### src/rtl/snake_move_sched.sv
`timescale 1ns/1ps
// snake_move_sched: movement controller for the 6x6 snake game.
// Synchronizes and debounces the four direction buttons, arbitrates presses
// into a pending direction (rejecting reversals), and on every game step
// commits the pending direction and advances the head with wrap-around.
module snake_move_sched #(
  parameter int CLK_HZ          = 12_000_000,
  parameter int DEBOUNCE_CYCLES = CLK_HZ / 100,
  parameter int STEP_CYCLES     = CLK_HZ / 4,
  parameter int GRID            = 6,
  parameter int START_X         = 0,
  parameter int START_Y         = 0,
  parameter int CW              = $clog2(GRID)
) (
  input  logic          clk,
  input  logic          rst,
  input  logic          run,
  input  logic          btn_up,
  input  logic          btn_right,
  input  logic          btn_down,
  input  logic          btn_left,
  output logic [1:0]    dir,
  output logic [CW-1:0] head_x,
  output logic [CW-1:0] head_y,
  output logic          step,
  output logic [3:0]    press
);

  localparam int DW = (DEBOUNCE_CYCLES > 1) ? $clog2(DEBOUNCE_CYCLES) : 1;
  localparam int SW = (STEP_CYCLES > 1) ? $clog2(STEP_CYCLES) : 1;
  localparam logic [DW-1:0] DEB_LAST  = DW'(DEBOUNCE_CYCLES - 1);
  localparam logic [SW-1:0] STEP_LAST = SW'(STEP_CYCLES - 1);
  localparam logic [CW-1:0] GRID_LAST = CW'(GRID - 1);
  localparam logic [CW-1:0] X_INIT    = CW'(START_X);
  localparam logic [CW-1:0] Y_INIT    = CW'(START_Y);

  // Direction codes double as press bit indices, so the reverse is code ^ 2.
  typedef enum logic [1:0] {
    DIR_UP    = 2'd0,
    DIR_RIGHT = 2'd1,
    DIR_DOWN  = 2'd2,
    DIR_LEFT  = 2'd3
  } dir_t;

  logic [3:0]    btn_raw;
  logic [3:0]    sync_a;
  logic [3:0]    sync_b;
  logic [3:0]    db_level;
  logic [DW-1:0] db_cnt [4];
  logic [3:0]    press_q;
  logic [SW-1:0] step_cnt;
  logic          step_event;
  logic          step_q;
  dir_t          dir_q;
  dir_t          pend_dir;
  logic          pend_valid;
  dir_t          next_dir;
  dir_t          cand_dir;
  logic          cand_found;
  logic [CW-1:0] hx;
  logic [CW-1:0] hy;
  logic [CW-1:0] nx;
  logic [CW-1:0] ny;

  assign btn_raw = {btn_left, btn_down, btn_right, btn_up};

  // Two-flop synchronizer per button; nothing downstream looks at btn_raw.
  always_ff @(posedge clk) begin
    if (rst) begin
      sync_a <= '0;
      sync_b <= '0;
    end else begin
      sync_a <= btn_raw;
      sync_b <= sync_a;
    end
  end

  // Debounce: accept a new level after it has differed long enough, and flag rising edges.
  always_ff @(posedge clk) begin
    if (rst) begin
      db_level <= '0;
      press_q  <= '0;
      for (int i = 0; i < 4; i++) begin
        db_cnt[i] <= '0;
      end
    end else begin
      press_q <= '0;
      for (int i = 0; i < 4; i++) begin
        if (sync_b[i] == db_level[i]) begin
          db_cnt[i] <= '0;
        end else if (db_cnt[i] == DEB_LAST) begin
          db_cnt[i]   <= '0;
          db_level[i] <= ~db_level[i];
          press_q[i]  <= ~db_level[i];
        end else begin
          db_cnt[i] <= db_cnt[i] + 1'b1;
        end
      end
    end
  end

  // Pick the highest-priority press that is neither the current direction nor its reverse.
  always_comb begin
    cand_found = 1'b0;
    cand_dir   = DIR_UP;
    for (int i = 3; i >= 0; i--) begin
      if (press_q[i] && (2'(i) != dir_q) && (2'(i) != (dir_q ^ 2'd2))) begin
        cand_found = 1'b1;
        cand_dir   = dir_t'(2'(i));
      end
    end
  end

  // Game step timer; the step fires on the edge where the counter wraps.
  always_ff @(posedge clk) begin
    if (rst) begin
      step_cnt <= '0;
    end else if (run) begin
      step_cnt <= step_event ? '0 : step_cnt + 1'b1;
    end
  end

  assign step_event = run && (step_cnt == STEP_LAST);
  assign next_dir   = pend_valid ? pend_dir : dir_q;

  // Next head position one cell along the direction being committed, wrapping at the edges.
  always_comb begin
    nx = hx;
    ny = hy;
    case (next_dir)
      DIR_UP:    ny = (hy == '0) ? GRID_LAST : hy - 1'b1;
      DIR_DOWN:  ny = (hy == GRID_LAST) ? '0 : hy + 1'b1;
      DIR_LEFT:  nx = (hx == '0) ? GRID_LAST : hx - 1'b1;
      DIR_RIGHT: nx = (hx == GRID_LAST) ? '0 : hx + 1'b1;
    endcase
  end

  // Commit direction and head on a step; a press in the same cycle lands in pending for the next one.
  always_ff @(posedge clk) begin
    if (rst) begin
      dir_q      <= DIR_RIGHT;
      hx         <= X_INIT;
      hy         <= Y_INIT;
      pend_dir   <= DIR_UP;
      pend_valid <= 1'b0;
      step_q     <= 1'b0;
    end else begin
      step_q <= step_event;
      if (step_event) begin
        dir_q      <= next_dir;
        hx         <= nx;
        hy         <= ny;
        pend_valid <= 1'b0;
      end
      if (cand_found) begin
        pend_dir   <= cand_dir;
        pend_valid <= 1'b1;
      end
    end
  end

  assign dir    = dir_q;
  assign head_x = hx;
  assign head_y = hy;
  assign step   = step_q;
  assign press  = press_q;

endmodule
### config.mk
export PLATFORM = sky130hd
export DESIGN_NAME = snake_move_sched
export DESIGN_NICKNAME = d
export VERILOG_FILES = /design/src/rtl/snake_move_sched.sv
export SDC_FILE = /design/constraint.sdc
export NUM_CORES = 1
export LEC_CHECK = 0
export BUFFER_PORTS_ARGS = -buffer_cell sky130_fd_sc_hd__buf_2
export CELL_PAD_IN_SITES_DETAIL_PLACEMENT = 1
export CELL_PAD_IN_SITES_GLOBAL_PLACEMENT = 1
export CORE_AREA = 3 3 144 146
export DETAILED_ROUTE_END_ITERATION = 12
export DIE_AREA = 0 0 147 149
export PLACE_DENSITY = 0.64
export REMOVE_ABC_BUFFERS = 1
export SLEW_MARGIN = 20
export SYNTH_ARGS = -nofsm -noshare
export SYNTH_HDL_FRONTEND = slang
export SYNTH_SLANG_ARGS = --single-unit
### constraint.sdc
create_clock -name clk -period 2.6 [get_ports clk]
set_input_delay 0.26 -clock clk [delete_from_list [all_inputs] [get_ports clk]]
set_output_delay 0.26 -clock clk [all_outputs]
set_load 0.1 [all_outputs]
==> Yosys cells after proc, flatten, opt, wreduce, memory -nomap -nowiden <==
Memory sizes are Yosys's and may differ from the RTL's.
Index checks and enable logic that the tools add are counted.
{ "totals": {"memories": 1, "out_inout_bits": 13, "elab_cells": 175, "mem_bits_rw": 68, "register_bits": 50} }
{ "mem_list": {"columns": ["name", "words", "width", "rd", "rd_ports_with_merged_regs", "wr", "line", "rtl"], "rows": [
  ["db_cnt", 4, 17, 4, 0, 4, "49", "logic [DW-1:0] db_cnt [4];"]
]} }
{ "op_classes": {"n_bitwise": 25, "n_addsub": 9, "reduce_logical": 27, "muxes": 76, "n_eq_ne": 20} }
{ "op_table": {"columns": ["op", "count"], "rows": [
  ["$mux W17", 12],
  ["$add A17 B1 Y17 const B", 4],
  ["$eq A17 B17 Y1 const B", 4],
  ["$mux W1", 52],
  ["$add A22 B1 Y22 const B", 1],
  ["$eq A22 B22 Y1 const B", 1],
  ["$mux W22", 1],
  ["$not A1 Y1", 13],
  ["$mux W3", 4],
  ["$or A1 B1 Y1", 12],
  ["$pmux W3 S2", 2],
  ["$reduce_and A2 Y1", 6],
  ["$reduce_or A3 Y1", 4],
  ["$mux W2", 5],
  ["$reduce_bool A2 Y1", 5],
  ["$logic_and A1 B1 Y1", 9],
  ["$ne A2 B2 Y1 const A", 4],
  ["$add A3 B1 Y3 const B", 2],
  ["$eq A3 B3 Y1 const B", 2],
  ["$logic_not A3 Y1", 2],
  ["$sub A3 B1 Y3 const B", 2],
  ["$eq A1 B1 Y1", 4],
  ["$eq A2 B2 Y1 const B", 2],
  ["$ne A1 B2 Y1 const A", 2],
  ["other kinds (2)", 2]
]} }

==> Logic depth before layout (Yosys ltp) <==
Gate-level depths: netlist (run 1).
{ "logic_depth": {"ltp_word": 8, "ltp_mapped": 8, "ltp_nobuf": 6} }

==> Worst setup path before layout (run 1) <==
No wires, ideal clock.
{ "synth_path": {"kind": "flip-flop to flip-flop", "startpoint": "register dir_q[0] (netlist: dir[0])", "endpoint": "register hx[1] (netlist: head_x[1])", "period_less_slack_ns": 2.218, "path_stages_with_launch": 7, "arrival_ns": 2.086, "t_required_ns": 2.468, "setup_time_ns": 0.132, "n_path_buf": 1, "path_slack_ns": 0.382, "cell_sequence": "dfxtp_1 > clkbuf_1 > nand2b_1 > nand2_1 > nor4b_4 > mux2i_1 > a21oi_1"} }
{ "synth_between": {"elab_chain_len": 4, "word_cells_on_any_way": 6} }
{ "synth_lines": {"columns": ["element", "line", "rtl"], "rows": [
  ["start, declared", "54", "dir_t dir_q;"],
  ["start signal, assigned", "150", "dir_q <= next_dir;"],
  ["$mux W2 (*)", "124", "assign next_dir = pend_valid ? pend_dir : dir_q;"],
  ["$eq A2 B1 Y1 / $eq A2 B2 Y1 (equally long branches)", "130", "case (next_dir)"],
  ["$reduce_bool A2 Y1 (no source line)", null, null],
  ["$reduce_and A2 Y1 (no source line)", null, null],
  ["end signal, assigned", "151", "hx <= nx;"],
  ["end, declared", "60", "logic [CW-1:0] hx;"]
]} }
Mark *: on every way between the ends. The rest lies on a longest branch, timed or not.
A chain may end at the register's enable or synchronous reset.

==> flow_metrics.py, run 1 <==
metrics = {
    "outcome": {
        "status": "finished, final reports clean",
    },
    "grt": {
        "grt_pass1_vias": 4395,
        "grt_pass1_wl_um": 21100,
        "grt_antenna_before_repair": 0,
        "grt_max_degree": 29,
        "track_usage": 0.118,
        "overflow": 0,
    },
    "layout": {
        "seqCellArea_um2": 3040,
        "drive_above_1_share": 0.0888,
        "area_delta_synth_final_pct": 20.0,
        "fin_nets": 677,
        "multiInputGateArea_um2": 2890,
        "n_fill_cell": 2309,
        "diodes": 0,
    },
    "critical_path": {
        "criticalPathCategory": "register to register",
        "critical_path.top_delay_family": "simple AND/OR/NAND/NOR gates",
        "setup.worst_path.start_class": "register",
        "critPathSlowestCell": "or3_1",
        "critical_path_arrival_ns": 2.41,
        "critPathRequiredTime_ns": 2.85,
        "crit_path_max_fanout": 17,
        "path_buf_inv": 0,
        "slowest_delay_ns": 0.60,
        "setup.worst_path.end_class": "register",
        "worstPathCellList": "ha_1 > and3_1 > and4_1 > or3_1 > nor2_1",
    },
    "die": {
        "start_util": 0.297,
        "io_pins": 20,
        "dieArea_um2": 21900,
        "num_rows": 51,
        "die_x_um": 147,
        "fp.dieH_um": 149,
        "coreArea_um2": 19500,
    },
    "logic_synthesis": {
        "synth_cell_types": 46,
        "ys_seq_elements": 118,
        "synth.avg_cell_area_um2": 10.2,
        "synth_top_area_frac": 0.352,
        "yosysMostFrequentCell": "nor2_1",
        "yosys-top-cells-area": "edfxtp_1 (35%), dfxtp_1 (17%), nor2_1 (7.7%)",
        "yosys-top-cells-count": "nor2_1 (119), edfxtp_1 (68), dfxtp_1 (50)",
        "ys_warn_count": 0,
        "yosys.area.top_type": "edfxtp_1",
        "syn_area_um2": 5810,
        "syn-instance-count": 571,
        "ys_seq_area_frac": 0.524,
        "synthArstFlopShare": 0,
        "synth-main-ff-cell": "edfxtp_1",
        "synth_edf_count": 68,
    },
    "clock_tree": {
        "clock_path_buffers": 2,
        "clock-root-buffer": "clkbuf_16",
        "tritoncts": "built",
        "cts.clk_slew.worst_paths_ns": 0.05,
        "cts_made_buffers": 17,
        "ctsHoldBuffers": 0,
        "clock_latency_ns": 0.40,
        "postCtsSetupRepairBufs": 0,
        "clock-sinks": 118,
        "cts_resized": 0,
        "cts-htree-levels": 4,
    },
    "placed_design": {
        "port_buffers": 19,
        "place_congestion": 0.782,
        "dp_hpwl_um": 8950,
        "dp_slack_ns": 0.407,
    },
    "sta": {
        "grt_setup_unrepaired": "false",
        "drv_slew": 0,
        "finalCriticalPeriod_ns": 2.15,
        "setup_ws_ns": 0.446,
        "finalSetupTns_ns": 0,
        "hold_viol": 0,
        "skew_ns": 0.00740,
        "finalCritPeriodShare": 0.828,
        "fmax_mhz": 464,
        "setup-violations-final": 0,
        "worstMarginPinSlew_ns": 0.611,
        "slew_headroom": 0.589,
    },
    "routing": {
        "routedWlPerCell_um": 13.1,
        "vias": 4242,
        "drc_errors": 0,
        "drt_iter0_drc": 181,
        "routed_via_density": 4.51,
        "drt-pass1-iter-count": 4,
        "routed_wl_um": 12300,
        "antenna_left": 0,
    },
    "power": {
        "power.total_mw": 4.33,
        "leakage_nw": 2.50,
        "peakVddDrop_uv": 454,
        "p_per_area_nw_per_um2": 621,
    },
    "run": {
        "timing.max_cap.violations": 0,
    },
    "hold_path": {
        "hold_path_class": "primary input to register",
    },
}
per-stage QoR:
stage,hold slack [ns],std cells,utilization,cell area (µm²)
2_1_floorplan,0.329,622,-,5990
3_3_place_gp,0.422,909,0.330,6440
3_5_place_dp,0.435,909,0.330,6440
4_1_cts,0.0665,941,0.357,6970
5_1_grt,0.0762,941,0.357,6970
6_report,0.0821,941,0.357,6970
report_power, final:
group	switching, mW	internal, mW	total, mW
Combinational	0.0738	0.0490	0.123
Sequential	0.0552	2.03	2.09
Clock	0.802	1.32	2.12
Total	0.931	3.40	4.33
kinds of logic (layout without fill, tap and decap cells):
family | count (synthesis) | count (layout) | synth area share
other cells | 1 | 68 | 0.000646
flops | 118 | 118 | 0.524
simple gates | 297 | 297 | 0.264
mux | 17 | 17 | 0.0302
fa+ha+maj | 7 | 7 | 0.0151
compound gates | 17 | 17 | 0.0190
xor+xnor | 83 | 83 | 0.125
buf+inv | 31 | 69 | 0.0220
routing by layer:
| metal | part of all wire | GRT usage |
|---|---|---|
| met1 | 0.48 | 0.148 |
| met3 | 0.023 | 0.0283 |
| met5 | 0 | 0 |
| met2 | 0.49 | 0.197 |
| met4 | 0.013 | 0.0457 |
cell usage in the layout, fill, tap and decap left out, types with 3 or more instances in the layout:
cell       Yosys  final
and2_1         4      4
xor2_1        36     36
conb_1         1     68
nor4_1        12     12
nor2_1       119    119
dfxtp_1       50     50
mux2_2         4      4
nor2b_1       12     12
nand3_1       38     38
nand2_1       29     29
nand4_1       18     18
clkbuf_16      0     17
edfxtp_1      68     68
mux2i_1       13     13
buf_2          3     19
nor4b_1        7      7
and4b_1        4      4
a21oi_1        6      6
xnor2_1       47     47
nand2b_1       5      5
and3_1        15     15
ha_1           7      7
clkinv_2       0      8
nor3_1        14     14
and4_1         7      7
inv_1         15     15
buf_4          0      3
worst paths after layout:
path	cells past startpoint	slack [ns]	start	endpoint
setup reg to reg	5	0.45	db_cnt[2][0]	db_cnt[2][5]
hold / removal	2	0.08	btn_up	sync_a[0]
setup / recovery	5	0.45	db_cnt[2][0]	db_cnt[2][5]
hold reg to reg	1	0.44	sync_a[2]	sync_b[2]
area by class of cell:
class,count,share of cell area
Tap cell,265,0.0476
Sequential cell,118,0.437
Inverter,15,0.00808
Multi-Input combinational cell,489,0.414
Timing Repair Buffer,22,0.0169
Clock inverter,12,0.0124
Clock buffer,20,0.0641
sequential cells by signal (all words and copies together), names as in the netlist:
signal      count
press           4
dir             2
sync_b          4
step_cnt       22
pend_valid      1
step            1
sync_a          4
head_x          3
pend_dir        2
db_cnt         68
db_level        4
head_y          3
Note: power is estimated with default switching activity, not from simulation.
==> inputs of run 2 (changes only) <==
- PLACE_DENSITY: 0.64 -> 0.66
- clock period: 2.6 -> 1.95 ns (I/O delays scaled with it)
==> run 2 against run 1 <==
Against the previous run:
- wire length increased by 4.5%
- core utilization rose by 1.9 points
- final cell count is 3.1% higher
- cell area increased by 5.3%
- setup slack got worse by 0.36 ns
- non-clock buffer count grew 29
- critical path type unchanged
==> flow_metrics.py, run 2 (synthesis results as in run 1) <==
metrics = {
    "routing": {
        "drt_iter0_drc": 164,
        "routed_via_density": 4.54,
        "drt-pass1-iter-count": 5,
        "routedWlPerCell_um": 13.2,
        "antenna_left": 0,
        "routed_wl_um": 12800,
        "drc_errors": 0,
        "vias": 4404,
    },
    "die": {
        "num_rows": 51,
        "start_util": 0.297,
        "die_x_um": 147,
        "coreArea_um2": 19500,
        "dieArea_um2": 21900,
        "fp.dieH_um": 149,
        "io_pins": 20,
    },
    "critical_path": {
        "worst_r2r_endpoint": "head_y[1]",
        "critical_path_arrival_ns": 2.14,
        "setup.worst_path.end_class": "register",
        "crit_path_max_fanout": 5,
        "reg2reg_slack_ns": 0.09,
        "critPathRequiredTime_ns": 2.23,
        "criticalPathCategory": "register to register",
        "rr_worst_depth": 5,
        "setup.worst_path.start_class": "register",
        "r2r_start": "step_cnt[15]",
    },
    "outcome": {
        "status": "finished, final reports clean",
    },
    "layout": {
        "layout_commonest_cell": "nor2_1",
        "fin_nets": 706,
        "drive_above_1_share": 0.142,
        "multiInputGateArea_um2": 2940,
        "diodes": 0,
        "fin_util": 0.376,
        "n_fill_cell": 2305,
        "final_cell_mix": "nor2_1 (118), edfxtp_1 (68), conb_1 (68), dfxtp_1 (48), xnor2_1 (47)",
        "seqCellArea_um2": 3050,
        "top_regs": "db_cnt (68), step_cnt (22)",
        "top_register": "db_cnt",
        "largest_register_ffs": 68,
        "fin_cells": 970,
        "area_delta_synth_final_pct": 26.4,
    },
    "placed_design": {
        "place_congestion": 0.781,
        "dp_slack_ns": 0.0171,
        "port_buffers": 19,
        "dp_hpwl_um": 9320,
        "dpl.cell_count": 931,
    },
    "power": {
        "p_per_area_nw_per_um2": 826,
        "leakage_nw": 2.69,
        "peakVddDrop_uv": 583,
    },
    "sta": {
        "finalCriticalPeriod_ns": 1.86,
        "drv_slew": 0,
        "setup-violations-final": 0,
        "hold_viol": 0,
        "finalSetupTns_ns": 0,
        "fmax_mhz": 536,
        "skew_ns": 0.00481,
        "finalCritPeriodShare": 0.956,
        "setup_ws_ns": 0.0853,
    },
    "grt": {
        "grt_pass1_wl_um": 21900,
        "track_usage": 0.124,
        "grt_antenna_before_repair": 0,
        "overflow": 0,
        "grt_max_degree": 24,
        "grt_pass1_vias": 4492,
    },
    "clock_tree": {
        "clock_latency_ns": 0.41,
        "cts-htree-levels": 4,
        "cts.clk_slew.worst_paths_ns": 0.05,
        "clock_path_buffers": 2,
        "clock-sinks": 118,
        "cts_made_buffers": 17,
        "clock-root-buffer": "clkbuf_16",
        "tritoncts": "built",
    },
    "run": {
        "timing.max_cap.violations": 0,
    },
    "hold_path": {
        "hp-start": "btn_right",
        "hold_path_class": "primary input to register",
        "holdPathEnd": "sync_a[1]",
        "min_path_cells": 2,
    },
}
## run 2: cell type report
cell class | instances | share of cell area
inverters | 15 | 0.00767
clock buffers | 26 | 0.0782
multi-input cells | 489 | 0.400
well taps | 265 | 0.0452
repair buffers | 51 | 0.0499
clock inverters | 6 | 0.00426
flip-flops and latches | 118 | 0.415
## run 2: stage by stage
stage	hold WS, ns	power (mW)	area [µm²]
CTS	0.00905	6.13	7240
global route	0.0169	6.31	7340
finish	0.0150	6.07	7340
global placement	0.404	2.99	6630
floorplan	0.264	2.92	5990
detailed placement	0.414	3.01	6630
## run 2: worst max path at each step
stage	startpoint	end	slack, ns	cells past startpoint
final	step_cnt[15]	head_y[1]	0.09	5
after floorplan	dir[0]	head_x[1]	-0.16	5
after detailed placement	step_cnt[15]	head_y[1]	0.02	5
after CTS	step_cnt[15]	head_x[1]	0.02	5
after global placement	step_cnt[15]	head_y[1]	0.07	5
after global routing	step_cnt[15]	head_y[1]	-0.01	5
## run 2: worst max-delay path, stage by stage (launching register included)
cell and delay, ns:
dfxtp_2 0.37, nand3_2 0.13, or4_4 0.48, nor4_4 0.43, mux2i_1 0.24, a21oi_1 0.08
## run 2: per-layer routing
layer  track usage  up-vias  wire length, µm
met2         0.213       50             6450
met5             0        -                0
li1              -     2186                -
met1         0.148     2146             5720
met3        0.0313       22              433
met4        0.0531        0              234
## run 2: power breakdown
| part | internal, mW | switching (mW) |
|---|---|---|
| clock | 2.02 | 1.08 |
| sequential | 2.71 | 0.0709 |
| combinational | 0.0851 | 0.109 |
## run 2: what timing repair did
item	in CTS	in global routing
pin swaps	1	2
hold buffers	1	0
buffers inserted	0	6
endpoints found under the setup margin	1	46
endpoints found under the hold margin	1	0
gates resized for setup	0	12
